File: config.mk
export PLATFORM = sky130hd
export DESIGN_NAME = uart_tx_bridge
export DESIGN_NICKNAME = d
export VERILOG_FILES = /design/src/rtl/uart_tx_bridge.sv
export SDC_FILE = /design/constraint.sdc
export NUM_CORES = 1
export LEC_CHECK = 0
export BUFFER_PORTS_ARGS = -buffer_cell sky130_fd_sc_hd__buf_4
export CAP_MARGIN = 0
export CORE_UTILIZATION = 64
export DETAILED_ROUTE_END_ITERATION = 12
export PLACE_DENSITY = 0.92
export RECOVER_POWER = 100
export SETUP_SLACK_MARGIN = 0.5
export SYNTH_ARGS = -nofsm -noshare
export SYNTH_HDL_FRONTEND = slang
export SYNTH_SLANG_ARGS = --single-unit
File: constraint.sdc
create_clock -name CLK -period 3.9 [get_ports CLK]
set_input_delay 0.195 -clock CLK [delete_from_list [all_inputs] [get_ports CLK]]
set_output_delay 0.195 -clock CLK [all_outputs]
set_load 0.02 [all_outputs]
File: src/rtl/uart_tx_bridge.sv
// uart_tx_bridge
//   UART transmit path for the core's byte-write port. Accepted writes are
//   queued in a small circular FIFO and serialised LSB-first onto tx with a
//   start bit, optional parity bit and 1 or 2 stop bits. wr_ready gives real
//   backpressure; writes offered while full are dropped and flagged.
//
// Ports
//   CLK, RST_N   clock (posedge) / asynchronous active-low reset
//   wr_valid     write request, accepted when wr_ready is high
//   wr_data      byte to transmit
//   wr_ready     FIFO not full (registered state only)
//   clr_dropped  clears the dropped flag (a new drop in the same cycle wins)
//   tx           registered serial output, idles high
//   busy         a frame is in flight or bytes are still queued
//   level        FIFO occupancy, 0..FIFO_DEPTH
//   dropped      sticky: a write was offered while the FIFO was full

module uart_tx_bridge #(
    parameter int FIFO_DEPTH   = 4,
    parameter int CLKS_PER_BIT = 868,
    parameter int STOP_BITS    = 1,
    parameter int PARITY       = 0
) (
    input  logic                          CLK,
    input  logic                          RST_N,
    input  logic                          wr_valid,
    input  logic [7:0]                    wr_data,
    output logic                          wr_ready,
    input  logic                          clr_dropped,
    output logic                          tx,
    output logic                          busy,
    output logic [$clog2(FIFO_DEPTH):0]   level,
    output logic                          dropped
);

    localparam int PTR_W = $clog2(FIFO_DEPTH);
    localparam int CNT_W = $clog2(CLKS_PER_BIT);
    localparam logic [CNT_W-1:0] BAUD_LAST = CNT_W'(CLKS_PER_BIT - 1);
    localparam logic [PTR_W:0]   FULL_LVL  = (PTR_W + 1)'(FIFO_DEPTH);
    localparam logic [2:0]       STOP_LAST = 3'(STOP_BITS - 1);

    typedef enum logic [2:0] {
        S_IDLE,
        S_START,
        S_DATA,
        S_PARITY,
        S_STOP
    } state_t;

    logic [7:0]       mem_q [FIFO_DEPTH];
    logic [PTR_W-1:0] wr_ptr_q, wr_ptr_d;
    logic [PTR_W-1:0] rd_ptr_q, rd_ptr_d;
    logic [PTR_W:0]   level_q, level_d;
    state_t           state_q, state_d;
    logic [CNT_W-1:0] baud_q, baud_d;
    logic [2:0]       idx_q, idx_d;
    logic [7:0]       shreg_q, shreg_d;
    logic             tx_q, tx_d;
    logic             dropped_q, dropped_d;

    logic             push;
    logic             pop;
    logic             baud_done;
    logic             par_bit;
    logic [2:0]       idx_nx;

    // Ready depends only on the registered level, so a pop while full does
    // not reopen the FIFO until the following cycle.
    assign wr_ready  = (level_q != FULL_LVL);
    assign push      = wr_valid && wr_ready;
    assign baud_done = (baud_q == '0);
    assign par_bit   = (PARITY == 2) ? ~^shreg_q : ^shreg_q;
    assign idx_nx    = idx_q + 3'd1;

    assign tx      = tx_q;
    assign level   = level_q;
    assign dropped = dropped_q;
    assign busy    = (state_q != S_IDLE) || (level_q != '0);

    // FIFO bookkeeping; pointers wrap naturally since depth is a power of 2.
    always_comb begin
        wr_ptr_d = push ? wr_ptr_q + 1'b1 : wr_ptr_q;
        rd_ptr_d = pop  ? rd_ptr_q + 1'b1 : rd_ptr_q;
        level_d  = level_q;
        case ({push, pop})
            2'b10:   level_d = level_q + 1'b1;
            2'b01:   level_d = level_q - 1'b1;
            default: level_d = level_q;
        endcase
        dropped_d = dropped_q;
        if (wr_valid && !wr_ready) begin
            dropped_d = 1'b1;
        end else if (clr_dropped) begin
            dropped_d = 1'b0;
        end
    end

    // Serialiser. tx_d carries the line value for the state being entered so
    // the registered tx changes on the same edge as the state.
    always_comb begin
        state_d = state_q;
        baud_d  = baud_q;
        idx_d   = idx_q;
        shreg_d = shreg_q;
        tx_d    = tx_q;
        pop     = 1'b0;

        if (state_q != S_IDLE) begin
            baud_d = baud_done ? BAUD_LAST : baud_q - CNT_W'(1);
        end

        case (state_q)
            S_IDLE: begin
                tx_d = 1'b1;
                // Only bytes already queued at cycle start can be popped.
                if (level_q != '0) begin
                    pop     = 1'b1;
                    shreg_d = mem_q[rd_ptr_q];
                    baud_d  = BAUD_LAST;
                    state_d = S_START;
                    tx_d    = 1'b0;
                end
            end
            S_START: begin
                if (baud_done) begin
                    state_d = S_DATA;
                    idx_d   = '0;
                    tx_d    = shreg_q[0];
                end
            end
            S_DATA: begin
                if (baud_done) begin
                    if (idx_q == 3'd7) begin
                        if (PARITY != 0) begin
                            state_d = S_PARITY;
                            tx_d    = par_bit;
                        end else begin
                            state_d = S_STOP;
                            idx_d   = '0;
                            tx_d    = 1'b1;
                        end
                    end else begin
                        idx_d = idx_nx;
                        tx_d  = shreg_q[idx_nx];
                    end
                end
            end
            S_PARITY: begin
                if (baud_done) begin
                    state_d = S_STOP;
                    idx_d   = '0;
                    tx_d    = 1'b1;
                end
            end
            S_STOP: begin
                // idx counts stop bits here.
                if (baud_done) begin
                    if (idx_q == STOP_LAST) begin
                        if (level_q != '0) begin
                            // Chain straight into the next start bit.
                            pop     = 1'b1;
                            shreg_d = mem_q[rd_ptr_q];
                            state_d = S_START;
                            tx_d    = 1'b0;
                        end else begin
                            state_d = S_IDLE;
                            tx_d    = 1'b1;
                        end
                    end else begin
                        idx_d = idx_nx;
                    end
                end
            end
            default: begin
                state_d = S_IDLE;
                tx_d    = 1'b1;
            end
        endcase
    end

    always_ff @(posedge CLK) begin
        if (push) begin
            mem_q[wr_ptr_q] <= wr_data;
        end
    end

    always_ff @(posedge CLK or negedge RST_N) begin
        if (!RST_N) begin
            wr_ptr_q  <= '0;
            rd_ptr_q  <= '0;
            level_q   <= '0;
            state_q   <= S_IDLE;
            baud_q    <= '0;
            idx_q     <= '0;
            shreg_q   <= '0;
            tx_q      <= 1'b1;
            dropped_q <= 1'b0;
        end else begin
            wr_ptr_q  <= wr_ptr_d;
            rd_ptr_q  <= rd_ptr_d;
            level_q   <= level_d;
            state_q   <= state_d;
            baud_q    <= baud_d;
            idx_q     <= idx_d;
            shreg_q   <= shreg_d;
            tx_q      <= tx_d;
            dropped_q <= dropped_d;
        end
    end

endmodule
After elaboration in Yosys (flattened, before gate mapping)
Memory sizes are Yosys's and may differ from the RTL's.
Cells that the tools add are included.
W data, S select, Z words.

word-level totals
  register bits after elaboration = 33
  RAM bits = 32
  input port bits = 12
  output and inout port bits = 7
  logic and storage cells = 94
  memories = 1

memory list
  name   words  bits a word  read ports  clocked after memory_dff  wr ports  RTL line  RTL
  mem_q  4      8            1           0                         1         50        logic [7:0] mem_q [FIFO_DEPTH];

operators by class
  $add $sub $neg = 6
  $lt $le $gt $ge = 1
  eq/ne operators = 17
  muxes and demuxes = 42
  reduce and logical (&&, ||, !) cells = 18

operators by type and width
  kind                     number
  $mux W10                 4
  $mux W3                  12
  $mux W8                  3
  $mux W1                  16
  $ne A2 B2 Y1 const B     8
  $pmux W8 S2              1
  $pmux W3 S5              1
  $logic_not A10 Y1        1
  $reduce_and A5 Y1        2
  $sub A10 B1 Y10 const B  1
  $pmux W3 S3              1
  $reduce_bool A3 Y1       3
  $reduce_and A7 Y1        1
  $add A3 B1 Y3 const B    2
  $eq A3 B2 Y1 const B     2
  $eq A3 B3 Y1 const B     2
  $logic_not A3 Y1         2
  $pmux W3 S2              1
  $reduce_bool A2 Y1       3
  $pmux W1 S5              1
  $add A2 B1 Y2 const B    2
  $lt A3 B4 Y1 const B     1
  $bmux W1 S3              1
  $eq A3 B1 Y1 const B     1
  11 further kinds         12

Depth between registers and ports, before layout
Gate-level depths: netlist of the first run.

  word-level depth = 7
  depth in mapped cells = 11
  mapped depth without buffers = 11

Worst setup path before layout of the first run
Ideal clock, no wire load.

  path kind = reg-to-reg
  start = reg idx_q[0]
  end = reg level_q[2] (netlist: level[2])
  setup time = 0.080 ns
  arrival = 2.349 ns
  data required time = 3.820 ns
  slack = 1.471 ns
  cell stages (with the launch flop) = 12
  path buffers = 0
  period minus slack after synthesis = 2.429 ns
  cell sequence = dfrtp_1 > inv_1 > ha_1 > nor2b_1 > nand4_1 > a21oi_4 > ha_1 > inv_1 > fa_1 > xor2_1 > nor2_1 > xor2_1

on the way
  word-level cells in the longest chain between the ends = 6

ends and longest elaborated chain
  what                                                      RTL line  RTL
  start, declared                                           56        logic [2:0] idx_q, idx_d;
  start signal, assigned                                    204       idx_q <= idx_d;
  $logic_not A3 Y1 *                                        158       if (idx_q == STOP_LAST) begin
  $mux W1 *                                                 158
  $mux W1 *                                                 157       if (baud_done) begin
  $pmux W1 S2 *                                             112       case (state_q)
  via pop                                                   62        logic pop;
  $eq A2 B1 Y1 / $eq A2 B2 Y1 (equally long branches)       85        case ({push, pop})
  $pmux W3 S2 / $reduce_bool A2 Y1 (equally long branches)  n/a
  end signal, assigned                                      201       level_q <= level_d;
  end, declared                                             53        logic [PTR_W:0] level_q, level_d;

The timed path passes the listed nets; every way through them passes the cells marked *.
A chain may end at the register's enable or synchronous reset.

Final worst setup path of the first run
  start = reg baud_q[6]
  end = reg level_q[2] (netlist: level[2])

on the way
  word-level cells in the longest chain between the ends = 5

ends and longest elaborated chain
  what                                                      RTL line  RTL
  start, declared                                           55        logic [CNT_W-1:0] baud_q, baud_d;
  start signal, assigned                                    203       baud_q <= baud_d;
  $logic_not A10 Y1 *                                       71        assign baud_done = (baud_q == '0);
  $mux W1 *                                                 157
  $pmux W1 S2 *                                             112
  via pop                                                   62
  $eq A2 B1 Y1 / $eq A2 B2 Y1 (equally long branches)       85
  $pmux W3 S2 / $reduce_bool A2 Y1 (equally long branches)  n/a

Marked as above.

==> results of run 1 <==
==> cell usage after synthesis (2+ instances only) <==
master                     number
sky130_fd_sc_hd__xor2_1         6
sky130_fd_sc_hd__o22ai_1        2
sky130_fd_sc_hd__buf_1          2
sky130_fd_sc_hd__clkbuf_1       4
sky130_fd_sc_hd__mux2_2        11
sky130_fd_sc_hd__edfxtp_1      32
sky130_fd_sc_hd__nand3_1        5
sky130_fd_sc_hd__dfrtp_1       32
sky130_fd_sc_hd__nand2b_1       3
sky130_fd_sc_hd__nor3_1         3
sky130_fd_sc_hd__and3_1         4
sky130_fd_sc_hd__a31oi_1        4
sky130_fd_sc_hd__xnor2_1        4
sky130_fd_sc_hd__nand2_1       10
sky130_fd_sc_hd__o21ai_0        7
sky130_fd_sc_hd__nand4_1        2
sky130_fd_sc_hd__nor2b_1        3
sky130_fd_sc_hd__inv_1         14
sky130_fd_sc_hd__ha_1          10
sky130_fd_sc_hd__mux4_2        10
sky130_fd_sc_hd__a21oi_1        7
sky130_fd_sc_hd__or3_1          5
sky130_fd_sc_hd__mux2i_1        2
sky130_fd_sc_hd__nor2_1        11
==> how the worst min path moves through the flow <==
stage / slack, ps / to / depth (start not counted) / startpoint
6_report: 110 / mem_q[3][2] / 1 / wr_data[2]
5_1_grt: 120 / mem_q[0][2] / 1 / wr_data[2]
4_1_cts: 40 / mem_q[0][6] / 1 / wr_data[6]
3_5_place_dp: 170 / baud_q[3] / 1 / RST_N
3_3_place_gp: 150 / baud_q[3] / 1 / RST_N
2_1_floorplan: -100 / baud_q[0] / 0 / RST_N
==> cell type report <==
cell class,count,area (um^2)
Sequential cell,65,1790
Multi-Input combinational cell,129,1110
Fill cell,277,1100
Clock buffer,12,145
Timing Repair Buffer,19,85.1
Clock inverter,4,67.6
Tap cell,52,65.1
Inverter,14,52.6
==> metal layers <==
layer	global-route usage [%]	up-vias	share of wire (%)	routed length, um
met5	0	-	0	0
met4	11.1	0	1.8	102
met3	6.49	12	3.2	186
met2	44.3	42	52	3020
met1	31.5	942	43	2460
li1	-	846	-	-
==> flip-flops by register name, indices dropped and copies added (netlist names) <==
register	cells
baud_q	10
rd_ptr_q	2
wr_ptr_q	2
level	3
idx_q	3
mem_q	32
shreg_q	8
dropped	1
tx	1
state_q	3
==> where the power goes <==
group | internal [W] | switching [W]
Combinational | 0.000314 | 0.000329
Sequential | 0.000939 | 0.000196
Clock | 0.000374 | 0.000245
==> worst reg2reg max path, stage by stage, from the launching register on <==
cell and delay (ps):
sky130_fd_sc_hd__dfrtp_1 410, sky130_fd_sc_hd__nor4_1 800, sky130_fd_sc_hd__nand4_1 380, sky130_fd_sc_hd__a21oi_4 450, sky130_fd_sc_hd__ha_1 270, sky130_fd_sc_hd__inv_1 60, sky130_fd_sc_hd__fa_1 390, sky130_fd_sc_hd__xor2_1 180
sky130_fd_sc_hd__nor2_1 70, sky130_fd_sc_hd__xor2_1 140
==> cell families after synthesis <==
kind of cell | count (synthesis) | share of synthesized area [%]
AOI/OAI and AO/OA | 31 | 7.09
adders and majority gates | 11 | 4.86
muxes | 23 | 12.4
DFF | 65 | 59.9
and+or+nand+nor | 54 | 10.3
xor gates and xnor gates | 10 | 2.93
buffers and inverters | 20 | 2.52
==> through the flow <==
stage,util [%],cell area (um^2),instances
after floorplan,-,2980,214
after CTS,76.7,3380,295
after global routing,75.0,3310,295
final,75.0,3310,295
after detailed placement,71.6,3160,278
after global placement,71.6,3160,278
==> impl.org, run 1 <==
** Worst setup path
- Endpoint of the worst setup timing path :: level[2]
- The critical path is of the reg -> reg type.
- CP peak stage delay :: 800 ps
- The critical path runs through a total of 9 cells.
- Cells on worst reg2reg path :: 9
- Walking the worst path, the cells encountered are nor4_1 > nand4_1 > a21oi_4 > ha_1 > inv_1 > fa_1 > xor2_1 > nor2_1 > xor2_1.
- Worst-path fanout max :: 10
- The endpoint identified for the worst register-to-register timing path is level[2].
- In this design, the largest share of critical-path delay is due to simple AND/OR/NAND/NOR gates.
- The worst setup path is captured at a flop.
- Slack of the worst reg-to-reg path :: 630 ps
- Slowest stage cell, crit path :: sky130_fd_sc_hd__nor4_1
- The cell that appears most often on the critical path is sky130_fd_sc_hd__xor2_1.
- Kind of start point of the critical path :: flop
- At the worst endpoint, the arrival time is 3480 ps.
- Startpoint of the worst-slack reg-to-reg timing path :: baud_q[6]
- Buffers plus inverters on the worst setup path :: 1
- Tracing the worst setup path back leads to its startpoint at baud_q[6].
- For the worst setup path, the data required time is 4120 ps.

** Timing
- Final-report max-slew violation count :: 34
- The smallest clock period supported by the final layout is computed as 3270 ps.
- Setup repair after global routing left no endpoint under its margin.
- Final Skew :: 5.97 ps
- Dividing the final minimum period by the clock period gives 83.7%.
- Relative slew margins :: -18.4%
- Number of setup violations in the final report :: 0
- Hold is met by 106 ps.
- The number of hold violations in the final report came to 0.
- Minimum setup slack in the final design :: 634 ps
- Slew at the pin with the worst max-slew slack :: 1780 ps
- Setup total negative slack on the finished layout was measured at 0 ps.
- FMAX :: 0.306 GHz

** Job
- Max-capacitance violation count :: 1

** Placement
- At the end of routability-driven placement, the weighted congestion stood at 0.876.
- Number of port buffers :: 18
- Detailed placement ended at an HPWL of 3.73 mm.
- Prior to clock tree synthesis, the placed netlist has a worst setup slack of 1160 ps.

** Yosys
- The Yosys step of the flow raised 0 warnings.
- After synthesis, flip-flops and latches occupy 59.9% of the total area.
- The cell area that synthesis handed to floorplanning was 0.00298 mm^2.
- Of all cell types, the one taking the most synthesized area is sky130_fd_sc_hd__edfxtp_1.
- Share of synthesized registers carrying an async set or reset :: 50.8%
- In this run, distinct cell masters in the synthesized netlist total 45.
- In the synthesized netlist, the number of instances is 214.
- The top cell type by area accounts for 32.2% of the synthesized area.
- Synthesized area per cell :: 13.9 um^2
- In this run, synthesis produced a sequential element count of 65.
- Cell types with the largest area share after synthesis :: sky130_fd_sc_hd__edfxtp_1 (32%), sky130_fd_sc_hd__dfrtp_1 (27%), sky130_fd_sc_hd__mux4_2 (7.5%)
- The synthesized design contains 32 enable-type register cells.
- Among all flip-flop cells after synthesis, the most frequent one is sky130_fd_sc_hd__edfxtp_1.
- The number of nets handed over by synthesis was 237.

** Clock tree
- The H-tree was split into 3 levels.
- Clock tree buffer depth :: 2
- CTS placed an instance of sky130_fd_sc_hd__clkbuf_8 at the clock tree root.
- Cts-stage hold buffer count :: 1
- The number of gates resized after CTS was 0.
- Clock tree synthesis inserted a total of 9 buffers.
- Clock latency on the worst-skew pair, taken at its later pin, is 340 ps.
- Clock tree sinks :: 65
- Clock slew seen by the registers of the worst setup and hold paths :: 60 ps
- TritonCTS built the clock tree.
- After clock tree synthesis, the setup repair step added 0 buffers.

** Final layout
- After the last flow step, the layout net total stands at 261.
- Synth-to-Final Area Change :: 10.9%
- Cells with a size suffix above 1 make up 16.5% of the layout.
- The top cell types in the final layout, fill and taps aside, are sky130_fd_sc_hd__dfrtp_1 (32), sky130_fd_sc_hd__edfxtp_1 (32), sky130_fd_sc_hd__clkbuf_1 (18).
- Antenna fix cells :: 0

** Power and ir drop
- The analysis attributes to cell leakage a power of 1.27 nW.
- Power per Cell Area :: 724 mW/mm^2
- IR analysis of the VDD net gives a maximum drop of 433 uV.
- Total Power :: 0.00240 W

** Routing
- For this run, design rule violations remaining after detail routing come to 0.
- Routed via count divided by cell count :: 6.24
- Wires add up to 5.77 mm.
- After detailed routing, the average wire length per cell comes to 19.6 um.
- Count of routing violations after the opening detailed-route iteration :: 164
- Via count of the routed design :: 1842
- The count of nets left with antenna violations once routing finished came out at 0.
- The pre-antenna-repair detailed-routing pass consisted of 4 iterations.

** Worst hold path
- Path category of the worst min-delay check :: in -> reg

** Floorplanning
- The floorplan has 24 rows.
- Die ar. :: 0.00494 mm^2
- For this configuration, the core starts out at a cell density of 67.6%.
- Die width :: 70.3 um
- Measured along the y axis, the die boundary spans 70.3 um.
- Ports placed on the boundary :: 19
- CORE AREA :: 0.00441 mm^2

** Run status
- The run finished, with violations left.
- Failing checks :: capacitance limit, slew limit

** Global route
- Antenna violations before repair :: 0
- Maximum number of pins on one net before global-route repair :: 34
- Via count of the first global-routing pass :: 1937
- For this run, the total global-route usage over all layers was measured as 26.1%.
- The first global-routing pass estimated 9.40 mm of wire.
- For this run the aggregate overflow at the end of global routing stands at 0.
Power figures use the tool's default switching activity.
==> run 2, diff against run 1 <==
--- a/config.mk
+++ b/config.mk
@@ -5,11 +5,12 @@
 export SDC_FILE = /design/constraint.sdc
 export NUM_CORES = 1
 export LEC_CHECK = 0
+export ABC_AREA = 1
 export BUFFER_PORTS_ARGS = -buffer_cell sky130_fd_sc_hd__buf_4
 export CAP_MARGIN = 0
-export CORE_UTILIZATION = 64
+export CORE_UTILIZATION = 60
 export DETAILED_ROUTE_END_ITERATION = 12
-export PLACE_DENSITY = 0.92
+export PLACE_DENSITY = 0.88
 export RECOVER_POWER = 100
 export SETUP_SLACK_MARGIN = 0.5
 export SYNTH_ARGS = -nofsm -noshare
==> constraint.sdc (replaced) <==
create_clock -name CLK -period 3.3 [get_ports CLK]
set_input_delay 0.165 -clock CLK [delete_from_list [all_inputs] [get_ports CLK]]
set_output_delay 0.165 -clock CLK [all_outputs]
set_load 0.02 [all_outputs]
==> run 2 against run 1 <==
Effect of this change:
- the flow still finishes with violations (capacitance limit, slew limit)
- first-iteration DRC count decreased by 6.1%
- via count increased by 24%
- wire length increased by 3.4%
- global-route usage decreased by 1.1 points
- largest cell class unchanged
- highest routed layer unchanged
==> impl.org, run 2 <==
** Routing
- Wire per inst :: 14.2 um
- After detailed routing, the number of vias per cell comes to 5.44.
- The pre-antenna-repair detailed-routing pass consisted of 4 iterations.
- For this block, the via count after detailed routing is 2280.
- Aggregate routed wire length :: 5.97 mm
- DRT antenna net count :: 0
- After the first detailed-routing iteration, the DRC count stood at 154.
- DRC viols :: 0

** Final layout
- Largest registers ranked by flip-flop count :: mem_q x32, baud_q x10, shreg_q x8
- Summing all multi-input logic gate instances after layout gives 0.00108 mm^2.
- Largest reg by FF count :: mem_q
- After filler insertion, the fill cell instance count of the layout stands at 355.
- Compared with the post-synthesis result, the final layout area differs by 13.6%.
- Register cell area after layout :: 0.00179 mm^2
- 0 antenna diodes ended up in the layout.
- After routing the design area is 0.00348 mm^2.
- Share of final-layout standard cells stronger than drive strength 1 :: 10.5%
- Leaving out fill and tap cells, the most frequent cell in the layout is sky130_fd_sc_hd__nand2_1.
- The library cells used most frequently in the layout, excluding fill and tap cells, are sky130_fd_sc_hd__nand2_1 (69), sky130_fd_sc_hd__nor2_1 (44), sky130_fd_sc_hd__dfrtp_1 (32), sky130_fd_sc_hd__edfxtp_1 (32), sky130_fd_sc_hd__inv_1 (30).
- Number of flip-flops in the largest register :: 32
- At the end of the flow, the number of nets in the layout was 370.

** Global route
- Global routing usage summed across all routing layers :: 25.0%
- Via count of the first global-routing pass :: 2286
- The first global-routing pass estimated 9.80 mm of wire.
- Maximum number of pins on one net before global-route repair :: 34
- The number of antenna violations at the first check in global routing is 0.
- Remaining global-route overflow :: 0

** Yosys
- The Yosys step of the flow raised 0 warnings.
- Counting flops and latches in the post-synthesis netlist gives 65.
- Share of synthesized registers carrying an async set or reset :: 50.8%
- Synthesis produced a netlist with a net count of 336.
- Largest area contributor in the netlist :: sky130_fd_sc_hd__edfxtp_1
- Leading cell type by number of instances after synthesis :: sky130_fd_sc_hd__nand2_1
- Synthesis handed over a netlist of 313 instances.
- Cell types with the largest area share after synthesis :: sky130_fd_sc_hd__edfxtp_1 (31%), sky130_fd_sc_hd__dfrtp_1 (26%), sky130_fd_sc_hd__nand2_1 (8.2%)
- After synthesis, the netlist uses 35 different library cells.
- Ranking of synthesized cells by instance count :: sky130_fd_sc_hd__nand2_1 (67), sky130_fd_sc_hd__nor2_1 (44), sky130_fd_sc_hd__dfrtp_1 (32), sky130_fd_sc_hd__edfxtp_1 (32), sky130_fd_sc_hd__inv_1 (30)
- The share of the Yosys chip area taken by registers is 58.4%.
- For this run, the leading register cell type out of synthesis is sky130_fd_sc_hd__edfxtp_1.
- A synthesized cell averages 9.78 um^2.
- The synthesized netlist occupies a cell area of 0.00306 mm^2.
- Synth top area share :: 31.4%
- Post-synth EDFFs :: 32

** Timing
- FMAX :: 0.365 GHz
- Setup violations remaining at the end of the flow were counted as 0.
- Final-report max-slew violation count :: 34
- Setup repair after global routing missed its margin :: false
- Final Skew :: 9.60 ps
- The worst path in the final design needs a cycle of 2740 ps, including I/O delays and setup.
- Summed over all failing endpoints, the final setup total negative slack is 0 ps.
- Slew at the pin with the worst max-slew slack :: 1720 ps
- Minimum setup slack in the final design :: 560 ps
- Hold timing on the final database bottoms out at a slack of 20.4 ps.
- The number of hold violations in the final report came to 0.
- Relative slew margins :: -14.4%
- The final critical path takes up 83.0% of the cycle.

** Clock tree
- Num CTS Buffers :: 9
- At the later pin of the worst-skew pair, clock insertion delay measures 350 ps.
- TritonCTS built the clock tree.
- Counting every sink on the clock net gives 65.
- H-tree depth reported by CTS :: 3
- The longest clock path from root to sink contains 2 buffers.
- Clock slew seen by the registers of the worst setup and hold paths :: 80 ps
- In this run the clock root is driven by a sky130_fd_sc_hd__clkbuf_8.

** Worst setup path
- Crit path DAT :: 2970 ps
- Slowest stage cell, crit path :: sky130_fd_sc_hd__dfrtp_1
- Kind of start point of the critical path :: flop
- Cells traversed along the worst timing path :: inv_1 > ha_1 > inv_1 > nor2_1 > nand3_2 > nand2_1 > nand3_4 > inv_4 > ha_1 > inv_1 > fa_1 > a21oi_1 > o21ai_0 > xnor2_1
- Worst Setup Path Type :: reg -> reg
- Capturing element type of the critical path :: flop
- Data required, critical path :: 3530 ps
- Worst-path fanout max :: 9
- The critical path contains buffers and inverters numbering 4 combined.
- Broken down by cell family, the worst path's largest delay share belongs to adder cells.
- CP peak stage delay :: 400 ps
- Most frequent CP cell :: sky130_fd_sc_hd__inv_1

** Power and ir drop
- Leakage component of the power :: 1.46 nW
- Net switching is 40.2% of the power.
- Relative contribution of combinational cells to total power :: 35.8%
- Of the total power, registers draw 41.8%.
- In this run the power spent charging and discharging nets is 0.00123 W.
- Internal Dissipation :: 0.00183 W
- Relative contribution of the clock network to total power :: 22.4%
- IR analysis of the VDD net gives a maximum drop of 620 uV.
- Power per Cell Area :: 882 mW/mm^2

** Floorplanning
- CORE AREA :: 0.00482 mm^2
- Ports placed on the boundary :: 19
- The floorplan step set the die height to 73.4 um.
- Number of standard-cell rows in the floorplan :: 25
- For this configuration, the core starts out at a cell density of 63.5%.
- Die ar. :: 0.00539 mm^2
- Die width :: 73.4 um

** Placement
- DP HPWL :: 3.92 mm
- Timing analysis after detailed placement gives a worst setup slack of 753 ps.
- Routability congestion estimate from global placement :: 0.912
- Number of port buffers :: 18
- Once placement finished, the instance area stood at 0.00324 mm^2.

** Worst hold path
- Path category of the worst min-delay check :: in -> reg

** Run status
- Outcome :: complete, but fails checks
- Failing checks :: capacitance limit, slew limit

** Job
- The tool flagged a number of max-cap violations equal to 1.
==> run 2: cell types whose count changed in the layout (fill, tap and decap cells not counted), moves of 5 or more <==
cell	change
sky130_fd_sc_hd__dlygate4sd3_1	+7
sky130_fd_sc_hd__inv_1	+16
sky130_fd_sc_hd__inv_2	+7
sky130_fd_sc_hd__mux2_2	-11
sky130_fd_sc_hd__mux4_2	-10
sky130_fd_sc_hd__nand2_1	+59
sky130_fd_sc_hd__nand3_1	+8
sky130_fd_sc_hd__nor2_1	+33
sky130_fd_sc_hd__o21ai_0	+13
sky130_fd_sc_hd__o32ai_1	+8
sky130_fd_sc_hd__or3_1	-5
==> run 2: cells by family (layout without fill, tap and decap cells) <==
family | Yosys count | after routing | share of synthesized area [%]
AND/OR/NAND/NOR | 143 | 143 | 20.2
flip-flops | 65 | 65 | 58.4
buffers and inverters | 45 | 84 | 6.01
AO/OA/AOI/OAI | 39 | 39 | 7.73
adder cells (fa/ha/maj) | 11 | 11 | 4.74
XOR/XNOR | 10 | 10 | 2.86
==> run 2: final cells by class <==
| type | count | share of cell area, % |
|---|---|---|
| multi-input combinational | 203 | 31.0 |
| timing repair buffer | 29 | 5.11 |
| clock inverter | 7 | 2.20 |
| sequential | 65 | 51.4 |
| clock buffer | 9 | 3.56 |
| inverter | 39 | 4.28 |
| tap | 67 | 2.41 |
==> run 2: what timing repair did <==
item / in CTS / in global routing
setup endpoints to repair: 0 / 1
buffers inserted: 0 / 3
resized for setup: 0 / 2
hold buffers: 2 / 6
hold endpoints to repair: 36 / 24
==> run 2: final timing paths <==
kind                              from         end  slack, ps  cells past startpoint
setup / recovery             baud_q[0]    level[2]        560                     14
hold / removal             clr_dropped     dropped         20                      2
setup reg to reg             baud_q[0]    level[2]        560                     14
hold reg to reg             shreg_q[3]  shreg_q[3]        500                      2
max in group asynchronous        RST_N  shreg_q[4]       1490                      2
min in group asynchronous        RST_N    level[1]        810                      2
==> run 2: stage by stage <==
| step | cells | power [W] | utilization, % |
|---|---|---|---|
| floorplan | 313 | 0.00210 | - |
| global placement | 392 | 0.00233 | 67.3 |
| detailed placement | 392 | 0.00239 | 67.3 |
| CTS | 410 | 0.00308 | 71.9 |
| global route | 419 | 0.00329 | 72.2 |
| finish | 419 | 0.00307 | 72.2 |
==> run 2: layer usage <==
layer | vias up | track usage (%) | routed length, um
li1 | 1109 | - | -
met3 | 10 | 9.05 | 331
met5 | - | 0 | 0
met4 | 0 | 13.9 | 106
met1 | 1088 | 28.3 | 2500
met2 | 73 | 41.2 | 3020
==> run 2: power by group through the flow <==
stage	registers [W]	logic [W]	clock network, W
after detailed placement	0.00129	0.00110	0
after floorplan	0.00124	0.000862	0
after global placement	0.00128	0.00105	0
after CTS	0.00128	0.00111	0.000690
final	0.00128	0.00110	0.000687
after global routing	0.00131	0.00126	0.000728
==> run 3, diff against run 2 <==
--- a/config.mk
+++ b/config.mk
@@ -5,12 +5,12 @@
 export SDC_FILE = /design/constraint.sdc
 export NUM_CORES = 1
 export LEC_CHECK = 0
-export ABC_AREA = 1
+export ABC_AREA = 0
 export BUFFER_PORTS_ARGS = -buffer_cell sky130_fd_sc_hd__buf_4
 export CAP_MARGIN = 0
-export CORE_UTILIZATION = 60
+export CORE_UTILIZATION = 54
 export DETAILED_ROUTE_END_ITERATION = 12
-export PLACE_DENSITY = 0.88
+export PLACE_DENSITY = 0.84
 export RECOVER_POWER = 100
 export SETUP_SLACK_MARGIN = 0.5
 export SYNTH_ARGS = -nofsm -noshare
==> constraint.sdc (replaced) <==
create_clock -name CLK -period 2.5 [get_ports CLK]
set_input_delay 0.125 -clock CLK [delete_from_list [all_inputs] [get_ports CLK]]
set_output_delay 0.125 -clock CLK [all_outputs]
set_load 0.02 [all_outputs]
==> run 3 against run 2 <==
Effect of this change:
- the run now ends clean
- register-to-register slack worse by 270 ps
- sequential share of layout area down 1.3 points
- worst hold slack better by 56 ps
- flip-flop and latch count unchanged
- critical endpoint is now idx_q[0]
- largest power group unchanged
- highest routed layer unchanged
==> impl.org, run 3 (synthesis gave the netlist of run 1 again) <==
** Run status
- Outcome :: finished, final reports clean

** Floorplanning
- In this run the core area contains 26 standard-cell rows.
- The die is 76.3 um wide.
- CORE AREA :: 0.00520 mm^2
- Die ar. :: 0.00583 mm^2
- Pin placement for this block handled 19 I/O pins.
- Initial Utilization :: 57.3%
- Vertical die dimension :: 76.3 um

** Routing
- Drt pass-1 iters :: 4
- The routed design has 5.44 mm of wire.
- In the routed design, unresolved DRC markers number 0.
- Dividing the detail-routed via count by the number of cells gives 5.57.
- Dividing the detail-routed wire length by the instance count gives 16.0 um.
- Count of routing violations after the opening detailed-route iteration :: 180
- The routed layout has 1901 vias.
- The count of nets left with antenna violations once routing finished came out at 0.

** Power and ir drop
- Power spread over the standard cell area amounts to 1040 mW/mm^2.
- The share of total power dissipated in sequential elements is 47.6%.
- Of the total power, the clock network draws 22.8%.
- Sw Ratio :: 32.8%
- For this design the total switching power over the nets is 0.00122 W.
- The share of total power dissipated in combinational logic is 29.6%.
- Leakage component of the power :: 1.40 nW
- The internal portion of the total power is 0.00250 W.
- IR analysis of the VDD net gives a maximum drop of 820 uV.

** Clock tree
- Clock tree sinks :: 65
- CTS tree :: done
- Num CTS Buffers :: 9
- Clock root buffer master :: sky130_fd_sc_hd__clkbuf_8
- Clock tree buffer depth :: 2
- Clock-pin slew was measured on the worst setup and hold paths at 70 ps.
- The H-tree was split into 3 levels.
- Clock latency on the worst-skew pair, taken at its later pin, is 340 ps.

** Final layout
- The register with the most flip-flops in the layout has 32 of them.
- Largest reg by FF count :: mem_q
- Commonest cells after routing, fill and taps aside :: sky130_fd_sc_hd__edfxtp_1 (32), sky130_fd_sc_hd__dfrtp_1 (29), sky130_fd_sc_hd__buf_4 (20)
- NumNets Final :: 289
- Share of final-layout standard cells stronger than drive strength 1 :: 25.8%
- The library cell used most frequently in the layout, excluding fill and tap cells, is sky130_fd_sc_hd__edfxtp_1.
- Largest registers ranked by flip-flop count :: mem_q x32, baud_q x10, shreg_q x8
- Synth-to-Final Area Change :: 19.8%
- 0 antenna diodes ended up in the layout.

** Timing
- Final Skew :: 8.09 ps
- Setup repair after global routing could not meet its margin everywhere.
- For this run, the top clock speed supported by timing is 0.452 GHz.
- Aggregate negative setup slack :: 0 ps
- The total count of max-transition violations in the final report was 0.
- Relative slew margins :: 58.8%
- Clock period minus worst slack :: 2210 ps
- Number of endpoints with negative hold slack in the final report :: 0
- Final Hold Slack :: 76.8 ps
- Setup violations remaining at the end of the flow were counted as 0.
- After layout, the worst path uses 88.6% of the clock period.
- For the pin with the worst max-slew slack, the measured transition is 618 ps.

** Worst setup path
- Worst Setup Path Type :: reg -> reg
- Traced cell by cell, the critical path runs through inv_1 > ha_1 > nor2b_1 > clkbuf_4 > clkbuf_1 > nand3_1 > a21oi_1 > mux2_2.
- Critical R2R Capture :: idx_q[0]
- Slowest stage cell, crit path :: sky130_fd_sc_hd__dfrtp_1
- Cells on worst reg2reg path :: 8
- Capturing element type of the critical path :: flop
- The worst register-to-register path has a setup slack of 290 ps.
- On the worst path, the slowest cell contributes a delay of 390 ps.
- For the worst setup path, the data arrival time is 2440 ps.
- Startpoint of the worst-slack reg-to-reg timing path :: baud_q[1]
- Data required, critical path :: 2730 ps
- Kind of start point of the critical path :: flop
- Worst-path fanout max :: 7

** Worst hold path
- For hold timing, the worst endpoint is dropped.
- The worst hold path belongs to the class in -> reg.
- In this run the most critical hold path is launched from clr_dropped.
- Worst Hold Path Cells :: 3

** Placement
- The congestion estimate from routability-driven global placement came to 0.817.
- Number of port buffers :: 18
- Detailed placement finished with a half-perimeter wire length of 3.43 mm.

** Global route
- Entering global routing, the biggest net connects 34 pins.
- After global routing the overflow that remains totals 0.
- Global routing usage summed across all routing layers :: 20.2%
- The number of antenna violations at the first check in global routing was 0.
- Via count of the first global-routing pass :: 1840
- The first global-routing pass estimated 8.92 mm of wire.

** Job
- Max-cap violations in this run came to 0.
[run 3: worst max path at each step]
stage | from | to | slack (ps) | cells after the start
floorplan | baud_q[4] | level[2] | 130 | 9
global placement | idx_q[0] | level[2] | 280 | 11
detailed placement | idx_q[0] | level[2] | 220 | 11
CTS | baud_q[4] | level[2] | 320 | 9
global route | baud_q[1] | idx_q[0] | 150 | 8
finish | baud_q[1] | idx_q[0] | 290 | 8
[run 3: layout make-up]
class / count / area (um^2)
clock buffer: 10 / 128
fill: 369 / 1630
inverter: 14 / 52.6
tap: 70 / 87.6
timing repair buffer: 47 / 312
multi-input combinational: 129 / 1140
clock inverter: 6 / 58.8
sequential: 65 / 1790
[run 3: power by group through the flow]
stage	clock [W]	sequential [W]	combinational [W]
final	0.000847	0.00177	0.00110
after global routing	0.000906	0.00182	0.00122
after CTS	0.000859	0.00177	0.00113
after detailed placement	0	0.00179	0.00104
after global placement	0	0.00178	0.000997
after floorplan	0	0.00170	0.000794
[run 3: what timing repair did]
action | 4_1_cts | 5_1_grt
endpoints found under the setup margin | 4 | 4
gates resized for setup | 11 | 5
hold buffers | 9 | 0
pin swaps | 3 | 3
setup buffers | 7 | 7
hold endpoints to repair | 64 | 0
[run 3: metrics by stage]
| step | cell area [um^2] | instances | utilization [%] | power, W | setup WS (ps) |
|---|---|---|---|---|---|
| final | 3570 | 341 | 68.7 | 0.00372 | 286 |
| after global routing | 3570 | 341 | 68.7 | 0.00394 | 152 |
| after CTS | 3600 | 334 | 69.1 | 0.00376 | 319 |
| after detailed placement | 3240 | 302 | 62.2 | 0.00283 | 218 |
| after global placement | 3240 | 302 | 62.2 | 0.00278 | 279 |
| after floorplan | 2990 | 214 | - | 0.00249 | 135 |
[run 3: worst max-delay path, delay by kind of cell, from the launching register on]
family	cells	cell delay, ps
flip-flops	1	390
buffers and inverters	3	390
AND/OR/NAND/NOR	2	390
AO/OA/AOI/OAI	1	390
multiplexers	1	380
adder cells (fa/ha/maj)	1	160
[run 3: metal layers]
| layer | GRT usage, % | part of all wire (%) |
|---|---|---|
| met5 | 0 | 0 |
| met4 | 9.62 | 2.0 |
| met3 | 5.15 | 3.7 |
| met2 | 32.5 | 49 |
| met1 | 25.8 | 45 |
